$ cat config.mk
export PLATFORM = sky130hd
export DESIGN_NAME = pipeline_drain_buffer
export DESIGN_NICKNAME = d
export VERILOG_FILES = /design/src/rtl/pipeline_drain_buffer_pkg.sv /design/src/rtl/pipeline_fifo.sv /design/src/rtl/pipeline_drain_buffer.sv
export SDC_FILE = /design/constraint.sdc
export NUM_CORES = 1
export LEC_CHECK = 0
export ABC_AREA = 1
export CAP_MARGIN = 20
export CORE_UTILIZATION = 60
export CTS_CLUSTER_SIZE = 25
export DETAILED_ROUTE_END_ITERATION = 8
export PLACE_DENSITY = 0.79
export RECOVER_POWER = 100
export SETUP_SLACK_MARGIN = 0.15
export SLEW_MARGIN = 20
export SYNTH_ARGS = -nofsm -noshare
export SYNTH_HDL_FRONTEND = slang
export SYNTH_SLANG_ARGS = --single-unit
$ cat constraint.sdc
create_clock -name clk -period 4.5 [get_ports clk]
set_input_delay 1.35 -clock clk [delete_from_list [all_inputs] [get_ports clk]]
set_output_delay 1.35 -clock clk [all_outputs]
set_load 0.02 [all_outputs]
$ cat src/rtl/pipeline_drain_buffer_pkg.sv
// Shared defaults and width helper for the pipeline drain buffer family.
package pipeline_drain_buffer_pkg;

    localparam int unsigned DEF_WIDTH = 16;
    localparam int unsigned DEF_SIZE  = 8;
    localparam int unsigned DEF_DEPTH = 16;

    // Width of a counter that must hold 0..n inclusive (n a power of two or stage count).
    function automatic int unsigned cnt_w(input int unsigned n);
        return $clog2(n) + 1;
    endfunction

endpackage

$ cat src/rtl/pipeline_fifo.sv
// Synchronous first-word-fall-through FIFO; full/empty derived from the occupancy count.
module pipeline_fifo
    import pipeline_drain_buffer_pkg::*;
#(
    parameter int unsigned WIDTH = DEF_WIDTH,
    parameter int unsigned DEPTH = DEF_DEPTH
) (
    input  logic                      clk,
    input  logic                      reset,
    input  logic                      push,
    input  logic                      pop,
    input  logic [WIDTH-1:0]          wdata,
    output logic [WIDTH-1:0]          rdata,
    output logic [cnt_w(DEPTH)-1:0]   count,
    output logic                      full,
    output logic                      empty
);

    localparam int unsigned AW = $clog2(DEPTH);
    localparam int unsigned CW = cnt_w(DEPTH);

    logic [WIDTH-1:0] mem_q [DEPTH];
    logic [AW-1:0]    wr_ptr_q, wr_ptr_d;
    logic [AW-1:0]    rd_ptr_q, rd_ptr_d;
    logic [CW-1:0]    count_q, count_d;

    // Pointers wrap naturally at DEPTH; the count alone tells full from empty.
    always_comb begin
        wr_ptr_d = wr_ptr_q;
        rd_ptr_d = rd_ptr_q;
        count_d  = count_q;
        if (push) begin
            wr_ptr_d = wr_ptr_q + AW'(1);
        end
        if (pop) begin
            rd_ptr_d = rd_ptr_q + AW'(1);
        end
        case ({push, pop})
            2'b10:   count_d = count_q + CW'(1);
            2'b01:   count_d = count_q - CW'(1);
            default: count_d = count_q;
        endcase
    end

    always_ff @(posedge clk) begin
        if (!reset) begin
            wr_ptr_q <= '0;
            rd_ptr_q <= '0;
            count_q  <= '0;
        end else begin
            wr_ptr_q <= wr_ptr_d;
            rd_ptr_q <= rd_ptr_d;
            count_q  <= count_d;
        end
    end

    // Storage is not reset; only slots behind a valid count are ever read.
    always_ff @(posedge clk) begin
        if (push) begin
            mem_q[wr_ptr_q] <= wdata;
        end
    end

    assign rdata = mem_q[rd_ptr_q];
    assign count = count_q;
    assign full  = (count_q == CW'(DEPTH));
    assign empty = (count_q == '0);

endmodule

$ cat src/rtl/pipeline_drain_buffer.sv
// Tracks which register-pipeline stages hold real words, drives the pipeline enable,
// and drains valid tail words into an output FIFO presented on a valid/ready port.
module pipeline_drain_buffer
    import pipeline_drain_buffer_pkg::*;
#(
    parameter int unsigned WIDTH = DEF_WIDTH,
    parameter int unsigned SIZE  = DEF_SIZE,
    parameter int unsigned DEPTH = DEF_DEPTH
) (
    input  logic                     clk,
    input  logic                     reset,
    input  logic                     src_valid,
    output logic                     src_ready,
    output logic                     pipe_enable,
    input  logic [WIDTH-1:0]         pipe_dataout,
    output logic                     out_valid,
    output logic [WIDTH-1:0]         out_data,
    input  logic                     out_ready,
    output logic [cnt_w(DEPTH)-1:0]  fifo_count,
    output logic [cnt_w(SIZE)-1:0]   inflight,
    output logic                     idle
);

    localparam int unsigned ICW = cnt_w(SIZE);

    logic [SIZE-1:0] vbits_q, vbits_d;
    logic [ICW-1:0]  inflight_q, inflight_d;
    logic            push;
    logic            pop;
    logic            fifo_full;
    logic            fifo_empty;

    // Stall only when a valid tail word cannot be stored; bubbles at the tail never stall.
    assign out_valid   = !fifo_empty;
    assign pop         = out_valid & out_ready;
    assign pipe_enable = !(vbits_q[SIZE-1] & fifo_full & !pop);
    assign src_ready   = pipe_enable;
    assign push        = pipe_enable & vbits_q[SIZE-1];

    always_comb begin
        vbits_d = vbits_q;
        if (pipe_enable) begin
            vbits_d = {vbits_q[SIZE-2:0], src_valid};
        end
        inflight_d = '0;
        for (int unsigned i = 0; i < SIZE; i++) begin
            inflight_d = inflight_d + ICW'(vbits_d[i]);
        end
    end

    always_ff @(posedge clk) begin
        if (!reset) begin
            vbits_q    <= '0;
            inflight_q <= '0;
        end else begin
            vbits_q    <= vbits_d;
            inflight_q <= inflight_d;
        end
    end

    pipeline_fifo #(
        .WIDTH (WIDTH),
        .DEPTH (DEPTH)
    ) u_fifo (
        .clk   (clk),
        .reset (reset),
        .push  (push),
        .pop   (pop),
        .wdata (pipe_dataout),
        .rdata (out_data),
        .count (fifo_count),
        .full  (fifo_full),
        .empty (fifo_empty)
    );

    assign inflight = inflight_q;
    assign idle     = (fifo_count == '0) && (inflight_q == '0);

endmodule

Word level (Yosys, flattened, before mapping):

Memories as Yosys holds them, arrays and structs flattened. A register that Yosys moved wholly into a read port is not among the register bits.
Cells that the tools add are included.

* reduce and logical (&&, ||, !) cells: 7
* eq/ne operators: 3
* $add $sub $neg: 11
* mux-type cells: 6
* bitwise operators: 4

Operators with widths (number)
* 4-bit by 1-bit adder with 4-bit output: 4
* 5-bit case mux with 2 select lines: 1
* 4-bit by 1-bit adder with 4-bit output (second input constant): 2
* 4-bit two-way mux: 2
* 8-bit two-way mux: 1
* 5-bit by 1-bit adder with 5-bit output (second input constant): 1
* 5-bit equality test (second input constant): 1
* 5-bit zero test: 1
* 5-bit by 1-bit subtractor with 5-bit output (second input constant): 1
* 3-bit by 1-bit adder with 4-bit output: 1
* 1-bit AND: 4
* 4-bit zero test: 1
* 2-bit by 1-bit adder with 3-bit output: 1
* 1-bit zero test: 3
* 1-bit by 1-bit adder with 2-bit output: 1
* 2-bit by 1-bit equality test with 1-bit output (second input constant): 1
* 2-bit equality test (second input constant): 1
* 1-bit two-way mux: 2
* 2-bit nonzero test: 1
* 1-bit logical AND: 1

* register bits: 25
* memory bits (writable): 256
* memories: 1
* word-level logic and storage cells: 37

Memory list
* u_fifo.mem_q: depth 16, width 16, read ports 1, clocked after Yosys merged registers in 1, wr ports 1, RTL line pipeline_fifo.sv:22 `logic [WIDTH-1:0] mem_q [DEPTH];`

Depth between registers and ports, before layout:

Gate-level depths: netlist of the first run.

* word-level depth: 13
* mapped depth: 16
* gate-level depth less buffers: 15

By module:

Synthesis of the first run repeated with hierarchy kept, for this count alone.

* cell total of the unflattened synthesis: 1032
* area total of the unflattened synthesis: 12069.1 µm²

By module, submodules not included
* pipeline_fifo: instances 1, cells an instance 939, area each 11317.1 µm², seq. area each 8027.7 µm²
* pipeline_drain_buffer: instances 1, cells an instance 93, area each 752.0 µm², seq. area each 240.2 µm²

Worst setup path after synthesis of the first run:

OpenSTA, ideal clock, no wires.

* kind: in2reg
* from: input port out_ready
* to: register inflight_q[2] (netlist: inflight[2])
* data required time: 4.372 ns
* stages: 15
* arrival time: 4.166 ns
* setup time: 0.128 ns
* path buffers: 1
* slack: 0.206 ns
* cells stage by stage: nand3b_1 -> nor2_2 -> buf_4 -> nand2_1 -> nand2_1 -> fa_1 -> fa_1 -> inv_1 -> fa_1 -> inv_1 -> ha_1 -> inv_1 -> fa_1 -> xor2_1 -> nor2_1

RTL lines
* start, declared: RTL line pipeline_drain_buffer.sv:18 `input logic out_ready,`
* 1-bit AND: RTL line pipeline_drain_buffer.sv:35 `assign pop = out_valid & out_ready;`
* 1-bit zero test: RTL line pipeline_drain_buffer.sv:36 `assign pipe_enable = !(vbits_q[SIZE-1] & fifo_full & !pop);`
* 1-bit AND: RTL line pipeline_drain_buffer.sv:36
* 8-bit two-way mux: RTL line pipeline_drain_buffer.sv:42 `if (pipe_enable) begin`
* named net vbits_d[3]: RTL line pipeline_drain_buffer.sv:26 `logic [SIZE-1:0] vbits_q, vbits_d;`
* 3-bit by 1-bit adder with 4-bit output: RTL line pipeline_drain_buffer.sv:47 `inflight_d = inflight_d + ICW'(vbits_d[i]);`
* 4-bit by 1-bit adder with 4-bit output (4 in a row): RTL line pipeline_drain_buffer.sv:47
* end signal, assigned: RTL line pipeline_drain_buffer.sv:57 `inflight_q <= inflight_d;`
* end, declared: RTL line pipeline_drain_buffer.sv:27 `logic [ICW-1:0] inflight_q, inflight_d;`

The timed path passes the listed nets, and every way through them passes these cells.
A chain may end at the register's enable or synchronous reset.

==> run metrics, run 1 <==
met2 wire length=13400 um; DR vias/cell=5.78; Final Setup Violations=0; met3 wire length=2010 um; Max Clock Skew=0.0177 ns; Syn Nets=1044; Peak VDD IR=~0.39 mV; setup TNS=0 ns; Pleak=about 5 nW; Overflow after GRT=0; Die Height=around 140 um; Cell Rows=51; die width=about 140 um; layout cell share with drive strength beyond 1=7.70%; first-pass GRT wire length=40100 um; Final ANT Viol Nets=0; endpoint class of the critical path=output port; Final Non-Filler Cells=1358; Clk pin slew, worst setup/hold paths=~0.050 ns; CTS Buf Count=28; Worst setup SP type=register; highest metal layer with signal wires=met4; final worst-path cycle share=93.8%; Area Overhead vs Synth=15.0%; GRT Overall Usage=a little over a quarter; Peak Freq=237 MHz; CTS Buffer Depth=3; PwrDens=530 nW/um^2; Max Cap Violations=0; Mean Syn Cell Area=around 12 um^2; via count=7847; fin util=70.4%; largest net degree at the start of global routing=71; Async S/R FF share, synth=0%; num ports=49; # nets final=1105; YS warnings=0; Finished Cell Area=13700 um^2; Slew Viols, Final=0; Port Buf Inserts=between 40 and 50; Worst-Skew Late Latency=0.53 ns; status=finished, final reports clean; Routed Wire Length=26700 um; Post-synth EDFFs=256; Core ar.=19500 um^2; Least-Margin Pin Slew=~1.4 ns; Placed Instances=1302; setup ws final=0.281 ns; Hold Fails Final Rpt=0; fill count=between 1000 and 1500; DRC violations left=0; Routability Congestion=0.844; register bit total from synthesis=approximately 290; crit path DAT=2.87 ns; Hold Path Class=register to register; Die Footprint=20400 um^2; worst slack at placement=-0.359 ns; Initial Utilization=~60%; WL per Instance=19.6 um; DP Area=12800 um^2; flop-to-flop setup slack=0.94 ns; first-iteration detailed-routing DRC count=652; number of library cell types mapped by synthesis=30; most frequent cells in the layout=256 x edfxtp_1, 154 x inv_1, 113 x nand2_1; CTS Sinks=285; critical path fanouts, max=70; multi-input gate area in the final layout=2770 um^2; unrepaired setup endpoints after global routing=false; hold buffers post-CTS=0; synthesized area=between 10000 and 15000 um^2; Seq/Total Area, Yosys=69.4%; Cells after Synth=1008; relative slew slack=6.89%; number of global-route vias before repair=7457; initial antenna violation count=3; WP data required=around 3.2 ns; commonest non-fill, non-tap cell in the layout=edfxtp_1; Root Buffer Master=clkbuf_16; crit path kind=register to output port; FF+latch area=8270 um^2; CTS tree=built; dominant synthesized flop cell=edfxtp_1; H-tree depth=1; M1 WL=10100 um; HPWL Detailed=15200 um; DRT Pass-1 Iters=5; Final min period=4.22 ns
area by class of cell:
| type | instances | area share, % |
|---|---|---|
| antenna | 2 | 0.0365 |
| timing repair buffer | 87 | 5.68 |
| clock inverter | 15 | 1.42 |
| clock buffer | 37 | 5.52 |
| multi-input combinational | 512 | 20.3 |
| sequential | 285 | 60.4 |
| tap | 265 | 2.42 |
| inverter | 155 | 4.25 |
repair_timing:
action / in CTS / in global routing
resized for setup: 0 / 11
setup buffers: 0 / 2
setup endpoints to repair: 0 / 4
critical path, cell delays in order (launching register included):
cell             delay [ns]
dfxtp_2                0.72
buf_12                 0.35
o211ai_1               0.15
nand3_1                0.13
nand3_1                0.11
nand2_1                0.22
clkdlybuf4s50_1        0.65
where the power goes:
part	total, W	internal, W	switching (W)
sequential	0.00305	0.00292	0.000124
combinational	0.00182	0.000698	0.00112
clock	0.00239	0.00146	0.000926
synthesized netlist by cell type (2+ instances only):
master,count,area (um^2)
nor2_1,42,158
buf_6,4,45.0
ha_1,11,138
a21oi_1,78,390
buf_1,8,30.0
nand3_1,104,521
inv_2,2,7.51
buf_2,9,45.0
nand3b_1,2,15.0
clkbuf_1,22,82.6
xor2_1,2,17.5
o211ai_1,64,480
nand2_4,2,22.5
inv_1,153,574
nor2_2,5,31.3
fa_1,5,100
nand3_2,3,30.0
edfxtp_1,256,7690
dfxtp_1,29,581
o21ai_0,72,360
buf_4,13,97.6
nand2_1,114,428
worst paths after layout:
path,startpoint,to,cells past startpoint
setup / recovery,register,out_data[6],6
hold / removal,u_fifo.rd_ptr_q[2]$_SDFFE_PN0N_,u_fifo.rd_ptr_q[2]$_SDFFE_PN0N_,2
setup reg to reg,u_fifo.count[0]$_SDFFE_PN0P_,inflight[1]$_SDFF_PN0_,14
hold reg to reg,u_fifo.rd_ptr_q[2]$_SDFFE_PN0N_,u_fifo.rd_ptr_q[2]$_SDFFE_PN0N_,2
per-stage QoR:
stage          hold slack [ns]  power [W]
2_1_floorplan            0.447    0.00432
3_3_place_gp             0.467    0.00485
3_5_place_dp             0.473    0.00490
4_1_cts                  0.491    0.00729
5_1_grt                  0.511    0.00757
6_report                 0.488    0.00726
flip-flops by register name, summed over array words and instances (netlist names), named ones only:
name             cells
u_fifo.mem_q       256
vbits_q              8
u_fifo.count         5
inflight             4
u_fifo.rd_ptr_q      4
u_fifo.wr_ptr_q      4
layer usage:
layer | GRT usage [%] | up-vias
li1 | - | 3650
met1 | 32.8 | 3748
met2 | 44.7 | 372
met3 | 4.69 | 77
met4 | 13.0 | 0
met5 | 0 | -
kinds of logic after synthesis:
kind of cell,count (synthesis),synth area share (%)
mux,1,0.0841
xor+xnor,3,0.221
compound gates,216,10.5
simple gates,276,10.3
flops,285,69.4
buf+inv,211,7.41
fa+ha+maj,16,2.00
No activity file was read; power rests on OpenSTA's default activity.
==> inputs of run 2 (changes only) <==
--- a/config.mk
+++ b/config.mk
@@ -7,10 +7,10 @@
 export LEC_CHECK = 0
 export ABC_AREA = 1
 export CAP_MARGIN = 20
-export CORE_UTILIZATION = 60
+export CORE_UTILIZATION = 55
 export CTS_CLUSTER_SIZE = 25
 export DETAILED_ROUTE_END_ITERATION = 8
-export PLACE_DENSITY = 0.79
+export PLACE_DENSITY = 0.76
 export RECOVER_POWER = 100
 export SETUP_SLACK_MARGIN = 0.15
 export SLEW_MARGIN = 20
==> constraint.sdc (replaced) <==
create_clock -name clk -period 3.7 [get_ports clk]
set_input_delay 1.11 -clock clk [delete_from_list [all_inputs] [get_ports clk]]
set_output_delay 1.11 -clock clk [all_outputs]
set_load 0.02 [all_outputs]
==> run 2 against run 1 <==
Against the previous run:
- the flow now finishes with violations (design-rule violations)
- power increased by 29%
- register-to-register slack got worse by 0.59 ns
- cell count rose by 2.2%
- non-clock buffer count up 21
- routed wire length up 6.2%
- largest power group unchanged
==> run metrics, run 2 (same netlist as run 1, synthesis figures left out) <==
Initial Utilization=56.3% (was 61.2%); first-iteration detailed-routing DRC count=762 (was 652); crit path DAT=4.09 ns (was 2.87 ns); Core ar.=21200 um^2 (was 19500 um^2); first-pass GRT wire length=42900 um (was 40100 um); critical path fanouts, max=4 (was 70); PwrDens=657 nW/um^2 (was 530 nW/um^2); relative slew slack=55.8% (was 6.89%); number of global-route vias before repair=7815 (was 7457); Largest register FFs=256 (unchanged); DP Area=12900 um^2 (was 12800 um^2); Final ANT Viol Nets=0 (unchanged); fin util=67.4% (was 70.4%); die width=149 um (was 143 um); # nets final=1127 (was 1105); layout cell share with drive strength beyond 1=13.7% (was 7.70%); CTS Sinks=285 (unchanged); endpoint class of the critical path=register (was output port); Max Clock Skew=0.0183 ns (was 0.0177 ns); unrepaired setup endpoints after global routing=true (was false); Peak Freq=276 MHz; via count=8043 (was 7847); Final Setup Violations=0 (unchanged); CTS Buf Count=29 (was 28); status=finished, violations left (was finished, final reports clean); setup TNS=0 ns (unchanged); CTS tree=built (unchanged); Cell Chain, Critical Path=buf_8 > nand3b_1 > nor2_4 > buf_6 > nand2_4 > nand2_2 > fa_1 > fa_1 > inv_2 > fa_2 > inv_2 > ha_4 > inv_2 > fa_2 > nor2_1 (was buf_12 > o211ai_1 > nand3_1 > nand3_1 > nand2_1 > clkdlybuf4s50_1); DRC violations left=1 (was 0); P_int=0.00655 W (was 0.00508 W); Critical-path top delay cell=fa_1 (was dfxtp_2); Die Footprint=22200 um^2 (was 20400 um^2); fill count=1444 (was 1283); Root Buffer Master=clkbuf_16 (unchanged); initial antenna violation count=1 (was 3); Switching Share=30.1% (was 29.9%); DRT Pass-1 Iters=7 (was 5); Final min period=3.62 ns; DR vias/cell=5.79 (was 5.78); Least-Margin Pin Slew=0.660 ns (was 1.40 ns); Finished Cell Area=14300 um^2 (was 13700 um^2); commonest non-fill, non-tap cell in the layout=edfxtp_1 (unchanged); Hold Path Class=register to register (unchanged); multi-input gate area in the final layout=2850 um^2 (was 2770 um^2); num ports=49 (unchanged); Routed Wire Length=28300 um (was 26700 um); WL per Instance=20.4 um (was 19.6 um); most frequent cells in the layout=256 x edfxtp_1, 149 x inv_1, 110 x nand2_1 (was 256 x edfxtp_1, 154 x inv_1, 113 x nand2_1); Hold Fails Final Rpt=0 (unchanged); NetSw=0.00282 W (was 0.00217 W); largest net degree at the start of global routing=62 (was 71); final worst-path cycle share=97.9%; FF+latch area=8280 um^2 (was 8270 um^2); Slew Viols, Final=0 (unchanged); CP dominant cell by count=inv_2 (was nand3_1); HPWL Detailed=15200 um (about the same); Area Overhead vs Synth=19.8% (was 15.0%); WP data required=4.17 ns (was 3.15 ns); H-tree depth=1 (unchanged); Clk pwr share=34.1% (was 32.9%); Cell Rows=53 (was 51); crit path kind=input port to register (was register to output port); Pleak=5.36 nW (was 4.99 nW); Worst-Skew Late Latency=0.54 ns (was 0.53 ns); combinational power share=26.8% (was 25.1%); CTS Buffer Depth=3 (unchanged); GRT Overall Usage=25.9% (was 26.4%); Port Buf Inserts=48 (unchanged); Top reg by flops=u_fifo.mem_q (unchanged); Routability Congestion=0.800 (was 0.844); Worst setup SP type=input port (was register); Overflow after GRT=0 (unchanged); Max Cap Violations=0 (unchanged); hold buffers post-CTS=0 (unchanged); Peak VDD IR=0.564 mV (was 0.387 mV); slowest stage delay, CP=0.53 ns (was 0.72 ns); sequential power share=39.1% (was 42.0%); Die Height=149 um (was 143 um); n_diodes=0 (was 2); failing checks=design-rule violations; Clk pin slew, worst setup/hold paths=0.06 ns (was 0.05 ns)
[run 2: cell types whose count changed in the layout (fill, tap and decap cells not counted), sizes merged, moves of 2 or more]
cell / delta
dlygate4sd2: +8
buf: +41
dlymetal6s2s: +7
clkinvlp: +3
bufinv: +3
clkdlybuf4s50: +5
dlygate4sd3: -20
clkbuf: -27
diode: -2
[run 2: worst max-delay path: cells and delay by family]
kind	cells	cell delay (ns)
buffers and inverters	5	0.37
AND/OR/NAND/NOR	5	0.56
adder cells (fa/ha/maj)	5	2.04
[run 2: power by group through the flow]
stage | sequential, W | clock, W | combinational [W]
2_1_floorplan | 0.00369 | 0 | 0.00157
3_3_place_gp | 0.00374 | 0 | 0.00216
3_5_place_dp | 0.00374 | 0 | 0.00221
4_1_cts | 0.00366 | 0.00322 | 0.00244
5_1_grt | 0.00367 | 0.00335 | 0.00273
6_report | 0.00367 | 0.00319 | 0.00251
[run 2: per-layer routing]
layer / routed length [um] / GRT usage (%) / up-vias
li1: - / - / 3694
met5: 0 / 0 / -
met2: 13800 / 44.0 / 434
met1: 11000 / 33.5 / 3842
met4: 1100 / 10.3 / 0
met3: 2360 / 4.01 / 73
[run 2: path summary, 6_finish.rpt]
path | slack (ns) | end | startpoint | cells after the start
worst max register to register | 0.35 | inflight[1]$_SDFF_PN0_ | u_fifo.count[0]$_SDFFE_PN0P_ | 15
worst max-delay path | 0.08 | inflight[1]$_SDFF_PN0_ | out_ready | 15
worst min register to register | 0.49 | register | u_fifo.rd_ptr_q[2]$_SDFFE_PN0N_ | 2
worst min-delay path | 0.49 | register | u_fifo.rd_ptr_q[2]$_SDFFE_PN0N_ | 2
[run 2: metrics by stage]
stage / total power [W] / std cells / worst slack (ns) / hold WS [ns]
5_1_grt: 0.00975 / 1388 / -0.0187 / 0.524
6_report: 0.00937 / 1388 / 0.0776 / 0.491
3_5_place_dp: 0.00595 / 1321 / -0.974 / 0.470
4_1_cts: 0.00933 / 1385 / -0.0537 / 0.496
3_3_place_gp: 0.00590 / 1321 / -0.872 / 0.465
2_1_floorplan: 0.00526 / 1008 / -0.279 / 0.447
[run 2: final cells by class]
type / instances / area share, %
Clock buffer: 30 / 5.12
Sequential cell: 285 / 58.0
Multi-Input combinational cell: 512 / 20.0
Inverter: 155 / 4.11
Timing Repair Buffer: 108 / 8.04
Clock inverter: 23 / 2.31
Tap cell: 275 / 2.41
[run 2: repair_timing]
item                       CTS  global route
cloned                       3             1
buffers inserted             8             2
resized for setup           29            10
pin swaps                    8             4
setup endpoints to repair   22            10
